`config.mk`:
```
export PLATFORM = sky130hd
export DESIGN_NAME = multicycle_control_fsm
export DESIGN_NICKNAME = d
export VERILOG_FILES = /design/src/rtl/control_pkg.sv /design/src/rtl/ctrl_decode.sv /design/src/rtl/multicycle_control_fsm.sv
export SDC_FILE = /design/constraint.sdc
export NUM_CORES = 1
export LEC_CHECK = 0
export ABC_AREA = 1
export CAP_MARGIN = 0
export CORE_ASPECT_RATIO = 1.75
export CORE_UTILIZATION = 46
export DETAILED_ROUTE_END_ITERATION = 10
export PLACE_DENSITY = 0.78
export REMOVE_ABC_BUFFERS = 1
export SLEW_MARGIN = 20
export SYNTH_ARGS = -nofsm -noshare
export SYNTH_HDL_FRONTEND = slang
export SYNTH_SLANG_ARGS = --single-unit
```
`constraint.sdc`:
```
create_clock -name clk -period 1.9 [get_ports clk]
set_clock_uncertainty 0.2 [all_clocks]
set_input_delay 0.57 -clock clk [delete_from_list [all_inputs] [get_ports clk]]
set_output_delay 0.57 -clock clk [all_outputs]
set_load 0.05 [all_outputs]
```
`src/rtl/control_pkg.sv`:
```
// Shared opcode constants, state encoding and control-word layout for the
// multicycle RV32I sequencing controller.
package control_pkg;

  localparam logic [6:0] OP_R      = 7'b0110011;
  localparam logic [6:0] OP_I      = 7'b0010011;
  localparam logic [6:0] OP_LOAD   = 7'b0000011;
  localparam logic [6:0] OP_STORE  = 7'b0100011;
  localparam logic [6:0] OP_BRANCH = 7'b1100011;
  localparam logic [6:0] OP_JAL    = 7'b1101111;
  localparam logic [6:0] OP_JALR   = 7'b1100111;
  localparam logic [6:0] OP_ECALL  = 7'b1110011;

  typedef enum logic [3:0] {
    S_IF     = 4'd0,
    S_ID     = 4'd1,
    S_EX_R   = 4'd2,
    S_EX_I   = 4'd3,
    S_WB     = 4'd4,
    S_ADDR   = 4'd5,
    S_LD_MEM = 4'd6,
    S_LD_WB  = 4'd7,
    S_ST_MEM = 4'd8,
    S_BR     = 4'd9,
    S_BR_NT  = 4'd10,
    S_JAL    = 4'd11,
    S_JALR   = 4'd12,
    S_HALT   = 4'd13
  } state_e;

  typedef enum logic [1:0] {
    ALU_ADD    = 2'd0,
    ALU_BRANCH = 2'd1,
    ALU_FUNCT  = 2'd2
  } alu_op_e;

  typedef enum logic [1:0] {
    SRCB_REG  = 2'd0,
    SRCB_FOUR = 2'd1,
    SRCB_IMM  = 2'd2
  } alu_src_b_e;

  typedef struct packed {
    logic       pc_write;
    logic       ir_write;
    logic       aluout_write;
    logic       reg_write;
    logic       mem_read;
    logic       mem_write;
    logic       iord;
    logic       mem_to_reg;
    logic       pc_source;
    logic       alu_src_a;
    alu_src_b_e alu_src_b;
    alu_op_e    alu_op;
    logic       illegal_op;
  } ctrl_word_t;

endpackage

```
`src/rtl/ctrl_decode.sv`:
```
// Ungated control word for the current phase; only ID looks at the opcode.
// Handshake, branch and reset qualification are applied by the parent.
module ctrl_decode
  import control_pkg::*;
(
  input  state_e     state_i,
  input  logic [6:0] opcode_i,
  output ctrl_word_t ctrl_o
);

  always_comb begin
    ctrl_o           = '0;
    ctrl_o.alu_src_b = SRCB_REG;
    ctrl_o.alu_op    = ALU_ADD;
    case (state_i)
      S_IF: begin
        ctrl_o.mem_read     = 1'b1;
        ctrl_o.ir_write     = 1'b1;
        ctrl_o.aluout_write = 1'b1;
        ctrl_o.alu_src_a    = 1'b1;
        ctrl_o.alu_src_b    = SRCB_FOUR;
      end
      S_ID: begin
        case (opcode_i)
          OP_BRANCH: begin
            ctrl_o.aluout_write = 1'b1;
            ctrl_o.alu_src_a    = 1'b1;
            ctrl_o.alu_src_b    = SRCB_IMM;
          end
          // ALUOut must keep PC+4 from IF for the jump link value
          OP_R, OP_I, OP_LOAD, OP_STORE, OP_JAL, OP_JALR: ;
          default: begin
            ctrl_o.pc_write   = 1'b1;
            ctrl_o.alu_src_a  = 1'b1;
            ctrl_o.alu_src_b  = SRCB_FOUR;
            ctrl_o.illegal_op = (opcode_i != OP_ECALL);
          end
        endcase
      end
      S_EX_R: begin
        ctrl_o.aluout_write = 1'b1;
        ctrl_o.alu_op       = ALU_FUNCT;
      end
      S_EX_I: begin
        ctrl_o.aluout_write = 1'b1;
        ctrl_o.alu_src_b    = SRCB_IMM;
        ctrl_o.alu_op       = ALU_FUNCT;
      end
      S_WB: begin
        ctrl_o.reg_write = 1'b1;
        ctrl_o.pc_write  = 1'b1;
        ctrl_o.alu_src_a = 1'b1;
        ctrl_o.alu_src_b = SRCB_FOUR;
      end
      S_ADDR: begin
        ctrl_o.aluout_write = 1'b1;
        ctrl_o.alu_src_b    = SRCB_IMM;
      end
      S_LD_MEM: begin
        ctrl_o.mem_read = 1'b1;
        ctrl_o.iord     = 1'b1;
      end
      S_LD_WB: begin
        ctrl_o.reg_write  = 1'b1;
        ctrl_o.mem_to_reg = 1'b1;
        ctrl_o.pc_write   = 1'b1;
        ctrl_o.alu_src_a  = 1'b1;
        ctrl_o.alu_src_b  = SRCB_FOUR;
      end
      S_ST_MEM: begin
        ctrl_o.mem_write = 1'b1;
        ctrl_o.iord      = 1'b1;
        ctrl_o.pc_write  = 1'b1;
        ctrl_o.alu_src_a = 1'b1;
        ctrl_o.alu_src_b = SRCB_FOUR;
      end
      S_BR: begin
        ctrl_o.pc_write  = 1'b1;
        ctrl_o.pc_source = 1'b1;
        ctrl_o.alu_op    = ALU_BRANCH;
      end
      S_BR_NT: begin
        ctrl_o.pc_write  = 1'b1;
        ctrl_o.alu_src_a = 1'b1;
        ctrl_o.alu_src_b = SRCB_FOUR;
      end
      S_JAL: begin
        ctrl_o.reg_write = 1'b1;
        ctrl_o.pc_write  = 1'b1;
        ctrl_o.alu_src_a = 1'b1;
        ctrl_o.alu_src_b = SRCB_IMM;
      end
      S_JALR: begin
        ctrl_o.reg_write = 1'b1;
        ctrl_o.pc_write  = 1'b1;
        ctrl_o.alu_src_b = SRCB_IMM;
      end
      default: ;
    endcase
  end

endmodule

```
`src/rtl/multicycle_control_fsm.sv`:
```
// Multicycle RV32I sequencer: phase state register, handshake/branch/halt
// gating of the decoded control word, and the retired-instruction counter.
module multicycle_control_fsm
  import control_pkg::*;
#(
  parameter int MEM_WAIT = 0,
  parameter int CNT_W    = 32
) (
  input  logic             clk,
  input  logic             reset,
  input  logic [6:0]       opcode,
  input  logic             bcond,
  input  logic             mem_ready,
  input  logic             halt_req,
  output logic             pc_write,
  output logic             ir_write,
  output logic             aluout_write,
  output logic             reg_write,
  output logic             mem_read,
  output logic             mem_write,
  output logic             iord,
  output logic             mem_to_reg,
  output logic             pc_source,
  output logic             alu_src_a,
  output logic [1:0]       alu_src_b,
  output logic [1:0]       alu_op,
  output logic             is_halted,
  output logic             illegal_op,
  output logic [CNT_W-1:0] instret
);

  state_e           state_q, state_d;
  logic [CNT_W-1:0] instret_q, instret_d;
  ctrl_word_t       dec_ctrl, ctrl;
  logic             mem_rdy;

  assign mem_rdy = (MEM_WAIT != 0) ? mem_ready : 1'b1;

  ctrl_decode u_decode (
    .state_i  (state_q),
    .opcode_i (opcode),
    .ctrl_o   (dec_ctrl)
  );

  always_ff @(posedge clk) begin
    if (reset) begin
      state_q   <= S_IF;
      instret_q <= '0;
    end else begin
      state_q   <= state_d;
      instret_q <= instret_d;
    end
  end

  always_comb begin
    state_d = state_q;
    case (state_q)
      S_IF:     if (mem_rdy) state_d = S_ID;
      S_ID: begin
        case (opcode)
          OP_R:               state_d = S_EX_R;
          OP_I:               state_d = S_EX_I;
          OP_LOAD, OP_STORE:  state_d = S_ADDR;
          OP_BRANCH:          state_d = S_BR;
          OP_JAL:             state_d = S_JAL;
          OP_JALR:            state_d = S_JALR;
          OP_ECALL:           state_d = halt_req ? S_HALT : S_IF;
          default:            state_d = S_IF;
        endcase
      end
      S_EX_R, S_EX_I:       state_d = S_WB;
      S_ADDR:               state_d = (opcode == OP_LOAD) ? S_LD_MEM : S_ST_MEM;
      S_LD_MEM: if (mem_rdy) state_d = S_LD_WB;
      S_ST_MEM: if (mem_rdy) state_d = S_IF;
      S_BR:                 state_d = bcond ? S_IF : S_BR_NT;
      S_HALT:               state_d = S_HALT;
      default:              state_d = S_IF;
    endcase
  end

  // Every surviving pc_write closes an instruction, so it doubles as retire
  always_comb begin
    ctrl = dec_ctrl;
    if (state_q == S_IF && !mem_rdy) begin
      ctrl.ir_write     = 1'b0;
      ctrl.aluout_write = 1'b0;
    end
    if (state_q == S_ST_MEM && !mem_rdy) ctrl.pc_write = 1'b0;
    if (state_q == S_BR && !bcond) ctrl.pc_write = 1'b0;
    if (state_q == S_ID && opcode == OP_ECALL && halt_req) ctrl.pc_write = 1'b0;
    if (reset) begin
      ctrl.pc_write     = 1'b0;
      ctrl.ir_write     = 1'b0;
      ctrl.aluout_write = 1'b0;
      ctrl.reg_write    = 1'b0;
      ctrl.mem_read     = 1'b0;
      ctrl.mem_write    = 1'b0;
      ctrl.illegal_op   = 1'b0;
    end
    instret_d = ctrl.pc_write ? instret_q + CNT_W'(1) : instret_q;
  end

  assign pc_write     = ctrl.pc_write;
  assign ir_write     = ctrl.ir_write;
  assign aluout_write = ctrl.aluout_write;
  assign reg_write    = ctrl.reg_write;
  assign mem_read     = ctrl.mem_read;
  assign mem_write    = ctrl.mem_write;
  assign iord         = ctrl.iord;
  assign mem_to_reg   = ctrl.mem_to_reg;
  assign pc_source    = ctrl.pc_source;
  assign alu_src_a    = ctrl.alu_src_a;
  assign alu_src_b    = ctrl.alu_src_b;
  assign alu_op       = ctrl.alu_op;
  assign illegal_op   = ctrl.illegal_op;
  assign is_halted    = (state_q == S_HALT);
  assign instret      = instret_q;

endmodule

```
-- Word level (Yosys, flattened, before mapping)
Index checks and enable logic that the tools add are counted.
- register bits after elaboration: 36
- bits in latches: 0
- bits in writable memories: 0
- memory bits (read-only): 0
- input bits: 12
- output and inout port bits: 48
- memories kept: 0
- add/subtract/negate cells: 1
- $mul: 0
- div/mod/pow operators: 0
- $lt $le $gt $ge: 0
- eq/ne operators: 22
- shift-type cells: 0
- mux-type cells: 26
- bitwise gates (word level): 0
- reductions and logical operators: 17
- operators with widths (operator ; count):
    one-hot mux 4 bit (7 select lines) ; 2
    adder 32 x 1 -> 32 bit (second input constant) ; 1
    equality test 7 bit (second input constant) ; 4
    equality test 4 bit (second input constant) ; 6
    equality test 4 x 3 -> 1 bit (second input constant) ; 4
    equality test 7 x 6 -> 1 bit (second input constant) ; 2
    two-way mux 1 bit ; 14
    OR reduction 7 bit ; 2
    two-way mux 4 bit ; 3
    OR reduction 4 bit ; 3
    OR reduction 6 bit ; 2
    equality test 4 x 2 -> 1 bit (second input constant) ; 2
    OR reduction 2 bit ; 4
    equality test 7 x 2 -> 1 bit (second input constant) ; 1
    equality test 7 x 5 -> 1 bit (second input constant) ; 1
    != test 7 bit (second input constant) ; 1
    two-way mux 6 bit ; 1
    one-hot mux 1 bit (2 select lines) ; 3
    one-hot mux 2 bit (3 select lines) ; 1
    one-hot mux 3 bit (2 select lines) ; 1
    OR reduction 5 bit ; 1
    equality test 4 x 1 -> 1 bit (second input constant) ; 1
    logical NOT 4 bit ; 1
    one-hot mux 2 bit (2 select lines) ; 1
    2 further kinds ; 4

-- Longest topological paths before layout
Gate-level depths: netlist of run 1.
- word-level depth: 7
- gate-level depth with buffers: 11

-- Cells and area by module
From an unflattened synthesis of run 1, not the netlist that was laid out.
- cell total of the unflattened synthesis: 505
- area, all modules: 2916.5 um^2
- by module, submodules not included (module ; instances ; cells each ; area each (um^2) ; sequential area each (um^2)):
    multicycle_control_fsm ; 1 ; 428 ; 2577.5 ; 720.7
    ctrl_decode ; 1 ; 77 ; 339.1 ; 0.0

-- Least setup slack after synthesis of run 1
OpenSTA, ideal clock, no wires.
- path type: input to output
- start point: input port opcode[1]
- end point: output port illegal_op
- data arrival time: 2.028 ns
- data required time: 1.130 ns
- setup slack: -0.898 ns
- stages on the path: 5
- path through: nand2_1 -> inv_1 -> o211ai_1 -> nand3_1 -> nor3_1
- cells in the longest elaborated chain, start to end: 5
- elaborated cells between the ends (all ways): 12
- classes of those cells: eq/ne: 8; mux: 3; reduce/logical: 1
- ends and longest elaborated chain (item ; line ; RTL):
    start: declaration ; multicycle_control_fsm.sv:11 ; input logic [6:0] opcode,
    equality test 7 x 2 -> 1 bit (tied with other cells) ; ctrl_decode.sv:24 ; case (opcode_i)
    OR reduction 7 bit (no source line) ; -- ;
    two-way mux 1 bit * ; ctrl_decode.sv:24 ;
    two-way mux 1 bit * ; ctrl_decode.sv:15 ; case (state_i)
    two-way mux 1 bit * ; multicycle_control_fsm.sv:91 ; if (reset) begin
    end: declaration ; multicycle_control_fsm.sv:28 ; output logic illegal_op,
Mark *: on every way between the ends. The rest lies on a longest branch, timed or not.

-- Worst setup path in the final report of run 1
- start point: input port opcode[3]
- end point: output port illegal_op
Same word-level chain as after synthesis.

==> run metrics, run 1 <==
top-count cell post-synth nand2_1; CP startpoint kind input pin; Final Max Slew Viols 0; gr ovfl total 0; clock sink count 36; Setup CP Type in2out; layout cell share with drive strength beyond 1 between 30% and 40%; share of the synthesized area in the top cell type 26.4%; Final setup violation count 51; WP data arrival 1.79 ns; Layout fillers 276; Post-synth EDFFs 0; global-route wire length before repair roughly 18000 um; Placement Setup Slack -0.844 ns; Hold-fix buffers, CTS 0; Avg Cell Area, Syn 5.68 um2; max_cap viols 0; Antenna Violating Nets Remaining 0; post-route setup slack -0.662 ns; # DRC 0; required time worst endpoint about 1.1 ns; Die Y ~100 um; area of the mapped netlist around 2700 um2; Synth area leader dfxtp_1; worst slew pin tran 0.497 ns; total CTS buffers 5; top post-synthesis cells by area dfxtp_1, nand2_1, nand3_1, nor2_1, a21oi_1; Power, Total 1840 uW; Max Clock Freq 390 MHz; gpl congestion 0.966; number of global-route vias before repair 3673; Synth top cells by count nand2_1, nor2_1, nand3_1; unrepaired setup endpoints after global routing yes; peak supply drop 0.000483 V; Multi-input gate area 2030 um2; largest net degree at the start of global routing 34; violated checks negative setup slack; Synth Register Bits 36; hold_ws 0.353 ns; Reg clk slew, reported paths 0.08 ns; async set-reset flop share out of synthesis 0%; Setup crit end kind output port; antenna violations before repair 1; Routed wire per std cell around 21 um; sequential area share after synthesis 26.4%; initial cell density of the core 48.5%; num rows 36; outcome finished, violations left; Final min period approximately 2.6 ns; LEAKAGE about 0.002 uW; drt initial violations 485; Synth Instances approximately 480; Worst-Skew Late Latency 0.31 ns; clock root buffer clkbuf_8; core outline area 5630 um2; vias per inst 6.10; endpoints failing hold 0; die area 6260 um2; # IOs 60; number of port buffers a little under 60; storage element area 737 um2; # nets final 623; crit-path max FO 4; Detailed Routing Iterations Pass 1 5; dpl hpwl 7280 um; H-tree Lvls 2; Synth Warn # 0; Via Count 4196; Global Route Usage Sum 38.0%; placed insts 659; Power per Cell Area 374 nW/um2; Unique masters post-synth 29; die width 60.3 um; worst relative slew slack 66.7%; synthesis-to-layout area growth 79.9%; Total Wirelength 14500 um; CTS tree done; post-route clock period utilization 135%; ys flop type dfxtp_1; worst-case clock buffer depth 2; Hold Crit Class reg2reg; Finished Layout Cells 688
==> cell usage in the layout (no fill, tap or decap), types with 6 or more instances in the layout <==
cell        n
nor2_4     17
nand2_1   160
nand3_1    52
o21ai_0     7
inv_4       7
xnor2_1     8
nor2_1     54
inv_1      36
buf_4      58
nand2_4    11
buf_6      24
clkbuf_8    6
buf_12     47
dfxtp_1    31
a21oi_1    33
==> report_power, final <==
part	internal [uW]	switching (uW)	leakage, uW	total (uW)
clock	295	315	0.0000445	611
sequential	755	10.8	0.000294	766
combinational	186	277	0.00166	463
total	1240	603	0.00200	1840
==> what timing repair did <==
action | 4_1_cts | 5_1_grt
setup buffers | 17 | 11
gates resized for setup | 102 | 72
pin swaps | 26 | 20
setup endpoints to repair | 51 | 50
==> critical path, stage by stage <==
cell and delay [ns]:
buf_8 0.08, inv_8 0.03, o211ai_1 0.43, nand3_1 0.24
nor3_2 0.17, buf_4 0.14, buf_12 0.12
==> logic make-up (layout without fill, tap and decap cells) <==
kind of cell | after synthesis | in the layout | share of synthesized area, %
simple gates | 318 | 318 | 49.8
buf+inv | 66 | 196 | 10.6
compound gates | 50 | 50 | 9.52
flops | 36 | 36 | 26.4
xor+xnor | 10 | 10 | 3.21
fa+ha+maj | 1 | 1 | 0.458
other cells | 0 | 1 | 0
==> cell type report <==
type / count / area share, %
Multi-Input combinational cell: 379 / 41.3
Timing Repair Buffer: 136 / 35.0
Sequential cell: 36 / 15.0
Inverter: 52 / 4.84
Tap cell: 76 / 1.93
Clock buffer: 7 / 1.76
Clock inverter: 1 / 0.153
Antenna cell: 1 / 0.0509
==> final timing paths <==
| kind | cells past startpoint | endpoint | from | slack [ns] |
|---|---|---|---|---|
| worst max-delay path | 7 | illegal_op | opcode[3] | -0.66 |
| worst min-delay path | 2 | instret[31] | instret[31] | 0.35 |
| worst max register to register | 8 | instret[17] | instret[9] | -0.29 |
| worst min register to register | 2 | instret[31] | instret[31] | 0.35 |
==> sequential cells by signal (all words and copies together) (netlist names) <==
| register | count |
|---|---|
| instret | 32 |
| state_q | 4 |
==> stage by stage <==
stage,util (%),setup TNS [ns],cell area (um2)
after floorplan,-,-22.40,2640
after global placement,74.9,-28.48,4220
after detailed placement,74.9,-31.18,4220
after CTS,81.6,-4.43,4590
after global routing,87.3,-18.97,4920
final,87.3,-13.62,4920
==> layer usage <==
| metal | vias to the layer above | global-route usage, % | share of wire (%) | wire length [um] |
|---|---|---|---|---|
| met2 | 382 | 65.5 | 49 | 7120 |
| li1 | 1782 | - | - | - |
| met4 | 0 | 26.9 | 13 | 1840 |
| met5 | - | 0 | 0 | 0 |
| met1 | 1874 | 38.4 | 29 | 4250 |
| met3 | 158 | 7.21 | 8.9 | 1290 |
No activity file was read; power rests on OpenSTA's default activity.
==> inputs of run 2 (changes only) <==
Settings changed: CORE_MARGIN set to 3, CTS_CLUSTER_SIZE set to 24, SLEW_MARGIN 20 to 0.
==> run metrics, run 2 <==
initial cell density of the core 48.1% (-0.39 points); worst-case clock buffer depth 2 (unchanged); Synth area leader dfxtp_1; Synth Warn # 0 (unchanged); total CTS buffers 5 (unchanged); clock sink count 36 (unchanged); top-count cell post-synth nand2_1; Unique masters post-synth 29 (unchanged); Worst Endpoint after GRT Repair alu_src_b[1]; sequential area share after synthesis 26.4% (unchanged); post-synthesis simple-gate area fraction 49.8% (unchanged); top post-synthesis cells by area dfxtp_1, nand2_1, nand3_1, nor2_1, a21oi_1; worst_ep kind primary output; Synth Instances 481 (unchanged); number of port buffers 58 (unchanged); Global Route Usage Sum 55.4%; Error [ERROR GRT-0232] Routing congestion too high. Check the congestion heatmap in the GUI.; gpl congestion 0.993 (+2.8%); Fail Step global routing; num rows 36 (unchanged); area of the mapped netlist 2730 um2 (unchanged); ys flop type dfxtp_1; Synth top cells by count nand2_1, nor2_1, nand3_1; die width 64.3 um (+6.6%); Synth Register Bits 36 (unchanged); Post-synth EDFFs 0 (unchanged); combinational family with the most area after synthesis simple AND/OR/NAND/NOR gates; largest net degree at the start of global routing 34; Post-Synth Adder-Cell Area 0.458% (unchanged); Avg Cell Area, Syn 5.68 um2 (unchanged); dpl hpwl 7720 um (+6.1%); Die Y 108 um (+3.8%); async set-reset flop share out of synthesis 0% (unchanged); gr ovfl total 4; H-tree Lvls 2 (unchanged); multiplexer share of the synthesized area 0% (unchanged); share of the synthesized area in the top cell type 26.4% (unchanged); outcome aborted with a tool error; complex-gate fraction of the synthesized area 9.52% (unchanged); # IOs 60 (unchanged); clock root buffer clkbuf_8; xor/xnor share of the synthesized area 3.21% (unchanged)
[run 2: cell counts after synthesis]
No cell type changed its count.
[run 2: logic make-up after synthesis]
family	count (synthesis)
simple gates	318
buf+inv	66
compound gates	50
flops	36
xor+xnor	10
fa+ha+maj	1
[run 2: what timing repair did]
action                     in CTS
pin swaps                      27
resized for setup             131
setup endpoints to repair      51
gates cloned                    0
buffers inserted               13
hold endpoints to repair        0
hold buffers                    0
[run 2: metal layers]
metal  overflow  track usage [%]
met5          0             3.13
met3          0             31.2
met2          2             79.8
met4          2             58.4
met1          0             52.3
[run 2: stage by stage]
| stage | setup slack (ns) | instance area (um2) | instances | util, % | hold slack [ns] |
|---|---|---|---|---|---|
| 3_3_place_gp | -0.815 | 4270 | 666 | 75.2 | 0.320 |
| 2_1_floorplan | -1.09 | 2640 | 467 | - | 0.439 |
| 4_1_cts | -0.503 | 4780 | 684 | 84.2 | 0.345 |
| 3_5_place_dp | -0.955 | 4270 | 666 | 75.2 | 0.333 |
==> inputs of run 3 (changes only) <==
Settings changed: CORE_ASPECT_RATIO 1.75 to unset, CORE_UTILIZATION 46 to 35, CTS_CLUSTER_SIZE 24 to unset, PLACE_DENSITY 0.78 to unset, PLACE_DENSITY_LB_ADDON set to 0.15.
Clock period 1.9 ns to 2.5 ns, I/O delays scaled along.
==> run metrics, run 3 (synthesized netlist as in run 1, its figures left out) <==
outcome finished, violations left; violated checks negative setup slack; Max Clock Freq 372 MHz; most frequent cells in the layout nand2_1, nor2_1, buf_4; # nets final 580; Via Count 3264; worst-case clock buffer depth 2 (unchanged); Hold Crit Depth 2; # DRC 0; max reg flops 32; total CTS buffers 5 (unchanged); CP Cell Sequence buf_8, inv_6, nand2_4, nor2_4, nand2_4, nand3_1, o221ai_2, buf_12; post-route setup slack -0.188 ns; gpl congestion 0.903 (-9.1%); CP startpoint kind input pin; num rows 31 (-14%); drt initial violations 136; Die Y 94.4 um (-13%); unrepaired setup endpoints after global routing yes; number of port buffers 58 (unchanged); antenna violations before repair 0; clock sink count 36 (unchanged); hold_ws about 0.3 ns; Antenna Violating Nets Remaining 0; vias per inst 4.89; required time worst endpoint 1.55 ns; CP top delay family simple AND/OR/NAND/NOR gates; CTS tree done; area of placed instances 3540 um2 (-17%); Register-to-Register Path Depth 10; largest net degree at the start of global routing 34; die width 94.4 um (+47%); Final Max Slew Viols 0; Worst-Skew Late Latency 0.30 ns; die area roughly 9000 um2; crit-path max cell delay 0.22 ns; Setup CP Type in2out; dpl hpwl 6150 um (-20%); synthesis-to-layout area growth 44.6%; LEAKAGE roughly 0.0016 uW; worst relative slew slack ~73%; Detailed Routing Iterations Pass 1 5; peak supply drop 0.000217 V; core outline area 7410 um2; Reg clk slew, reported paths roughly 0.08 ns; endpoints failing hold 0; Finished Cell Area between 3000 and 4000 um2; WP data arrival 1.74 ns; # IOs 60 (unchanged); post-route clock period utilization 108%; layout cell share with drive strength beyond 1 25.2%; Power per Cell Area about 350 nW/um2; CP Buf/Inv Count 3; number of global-route vias before repair a little over 3k; Placement Setup Slack -0.633 ns (+0.322 ns); Setup crit end kind output port; CP max-delay cell nor2_4; worst slew pin tran 0.397 ns; Total Wirelength around 8500 um; max_cap viols 0; Final min period roughly 2.7 ns; initial cell density of the core 36.9% (-11 points); critical path depth 8; Diodes inserted 0; Global Route Usage Sum about a fifth; gr ovfl total 0; H-tree Lvls 2 (unchanged); cell mode on critical path nand2_4; setup_tns -0.990 ns; Hold Crit Class reg2reg; clock root buffer clkbuf_8; Hold-fix buffers, CTS 0 (unchanged); global-route wire length before repair about 14000 um; Routed wire per std cell 12.8 um; leading cell type in the layout, fill and taps excluded nand2_1; Final setup violation count 6; crit-path max FO 6
run 3: cell type report:
cell class	instances	area [um2]
clock buffers	5	68.8
clock inverters	3	46.3
fillers	737	3460
inverters	52	211
multi-input cells	379	1840
flip-flops and latches	36	723
well taps	99	124
repair buffers	93	940
run 3: worst paths after layout:
path / startpoint / end / slack (ns)
worst max register to register: state_q[1] / instret[24] / 0.50
worst min register to register: instret[31] / instret[31] / 0.30
worst min-delay path: instret[31] / instret[31] / 0.30
worst max-delay path: opcode[2] / alu_src_a / -0.19
run 3: timing repair:
action,in CTS,in global routing
cloned,0,0
gates resized for setup,66,21
endpoints found under the setup margin,11,10
pin swaps,20,14
hold endpoints to repair,0,0
setup buffers,17,3
run 3: tightest hold or removal path: cells and delay by family, from the launching register on:
family             cells  cell delay, ns
DFF                    1            0.34
and+or+nand+nor        1            0.07
AOI/OAI and AO/OA      1            0.06
run 3: layer usage:
layer	share of wire, %	track usage [%]
met1	45	26.2
met2	47	32.3
met3	6.5	3.43
met4	2.0	5.42
met5	0	0
run 3: power by group:
group	switching (uW)	internal, uW	total, uW
combinational	159	106	265
clock	239	301	540
sequential	5.35	577	582
total	403	984	1390
run 3: metrics by stage:
stage	total power (uW)	util, %	std cells
5_1_grt	1440	53.4	667
6_report	1390	53.4	667
3_5_place_dp	820	47.7	641
2_1_floorplan	706	-	467
4_1_cts	1390	52.2	666
3_3_place_gp	819	47.7	641
==> inputs of run 4 (changes only) <==
Settings changed: CELL_PAD_IN_SITES_DETAIL_PLACEMENT set to 1, CELL_PAD_IN_SITES_GLOBAL_PLACEMENT set to 2, CORE_UTILIZATION 35 to 26.
==> run metrics, run 4 (synthesized netlist as in run 1, its figures left out) <==
outcome finished, violations left; violated checks negative setup slack; number of global-route vias before repair 3435 (+14%); Power per Cell Area 337 nW/um2 (-4.1%); Antenna Violating Nets Remaining 0 (unchanged); vias per inst 4.68 (-4.4%); Setup CP Type in2out; global-route wire length before repair 17000 um (+21%); CTS tree done; area of placed instances 3610 um2 (+2.0%); Finished Layout Cells 691 (+3.6%); setup_tns -1.01 ns (-0.0174 ns); total CTS buffers 5 (unchanged); GRT met1 Usage 24.6% (-1.6 points); initial cell density of the core 27.3% (-9.6 points); die area 11800 um2 (+32%); antenna violations before repair 0 (unchanged); Reg clk slew, reported paths 0.08 ns (about the same); required time worst endpoint 1.55 ns (about the same); Multi-input gate area 1860 um2 (+0.88%); crit-path max FO 5 (-1); num rows 36 (+16%); Finished Cell Area 3920 um2 (-0.82%); number of port buffers 58 (unchanged); WP data arrival 1.74 ns (about the same); Diodes inserted 0 (unchanged); Worst-Skew Late Latency 0.30 ns (about the same); placed insts 677 (+5.6%); CP startpoint kind input pin; GR peak layer met2; Total Wirelength 10100 um (+18%); dpl hpwl 7600 um (+24%); post-route clock period utilization 108% (+0.23 points); Detailed Routing Iterations Pass 1 4 (-1); Power, Total 1320 uW (-4.8%); Die Y 109 um (+15%); Max Clock Freq 371 MHz (-0.21%); H-tree Lvls 2 (unchanged); gr ovfl total 0 (unchanged); Final setup violation count 6 (unchanged); GR Util met3 2.63% (-0.80 points); gpl congestion 0.859 (-4.9%); clock root buffer clkbuf_8; worst relative slew slack 72.6% (-0.81 points); Global Route Usage Sum 18.1% (-1.5 points); synthesis-to-layout area growth 43.5%; # IOs 60 (unchanged); unrepaired setup endpoints after global routing yes; Setup crit end kind output port; leading cell type in the layout, fill and taps excluded nand2_1; # nets final 570 (-1.7%); Final Max Slew Viols 0 (unchanged); storage element area 721 um2 (-0.35%); global-route met2 utilization 30.5% (-1.8 points); core outline area 10000 um2 (+35%); worst slew pin tran 0.409 ns (+0.0122 ns); max reg flops 32 (unchanged); clock sink count 36 (unchanged); endpoints failing hold 0 (unchanged); largest net degree at the start of global routing 34 (unchanged); layout cell share with drive strength beyond 1 22.9% (-2.2 points); die width 109 um (+15%); worst-case clock buffer depth 2 (unchanged); LEAKAGE 0.00159 uW (-2.1%); drt initial violations 116 (-15%); Final min period 2.69 ns (+0.00572 ns); Layout fillers 1346 (+83%); max_cap viols 0 (unchanged); Via Count 3233 (-0.95%); Hold Crit Class reg2reg; most frequent cells in the layout nand2_1, nor2_1, buf_4; peak supply drop 0.000167 V (-23%); Routed wire per std cell 14.6 um (+14%); # DRC 0 (unchanged); post-route setup slack -0.193 ns (-0.00572 ns); hold_ws 0.300 ns (-0.000557 ns)
## run 4: cell type report
type,count,share of cell area [%]
inverters,52,5.17
multi-input cells,379,47.3
clock inverters,1,0.192
clock buffers,7,2.20
well taps,133,4.25
repair buffers,83,22.5
flip-flops and latches,36,18.4
## run 4: worst paths after layout
check	startpoint	to	slack [ns]	cells past startpoint
max	opcode[4]	pc_write	-0.19	9
min	instret[31]	instret[31]	0.30	2
max reg2reg	state_q[2]	instret[16]	0.44	10
min reg2reg	instret[31]	instret[31]	0.30	2
## run 4: layer usage
metal | up-vias | share of wire (%) | wire [um]
met5 | - | 0 | 0
met3 | 5 | 2.8 | 282
met1 | 1520 | 49 | 4890
met2 | 43 | 48 | 4830
li1 | 1665 | - | -
met4 | 0 | 0.63 | 63
## run 4: timing repair
action,CTS,global route
buffers inserted,5,1
hold buffers,0,0
setup endpoints to repair,42,10
resized for setup,71,11
pin swaps,20,10
## run 4: power breakdown
| part | leakage (uW) | total [uW] | internal (uW) | switching, uW |
|---|---|---|---|---|
| combinational | 0.00125 | 271 | 108 | 163 |
| sequential | 0.000290 | 582 | 577 | 5.09 |
| clock | 0.0000445 | 467 | 225 | 242 |
| total | 0.00159 | 1320 | 910 | 410 |
## run 4: metrics by stage
| step | setup slack [ns] | utilization, % |
|---|---|---|
| CTS | -0.202 | 38.6 |
| floorplan | -0.672 | - |
| finish | -0.193 | 39.2 |
| global route | -0.259 | 39.2 |
| detailed placement | -0.660 | 36.1 |
| global placement | -0.616 | 36.1 |
## run 4: critical path, cell delays in order
cell,delay (ns)
buf_6,0.11
nor2_4,0.15
o211ai_1,0.18
buf_4,0.19
nand3_4,0.07
nand2_4,0.06
nand2_4,0.07
inv_4,0.04
buf_12,0.13
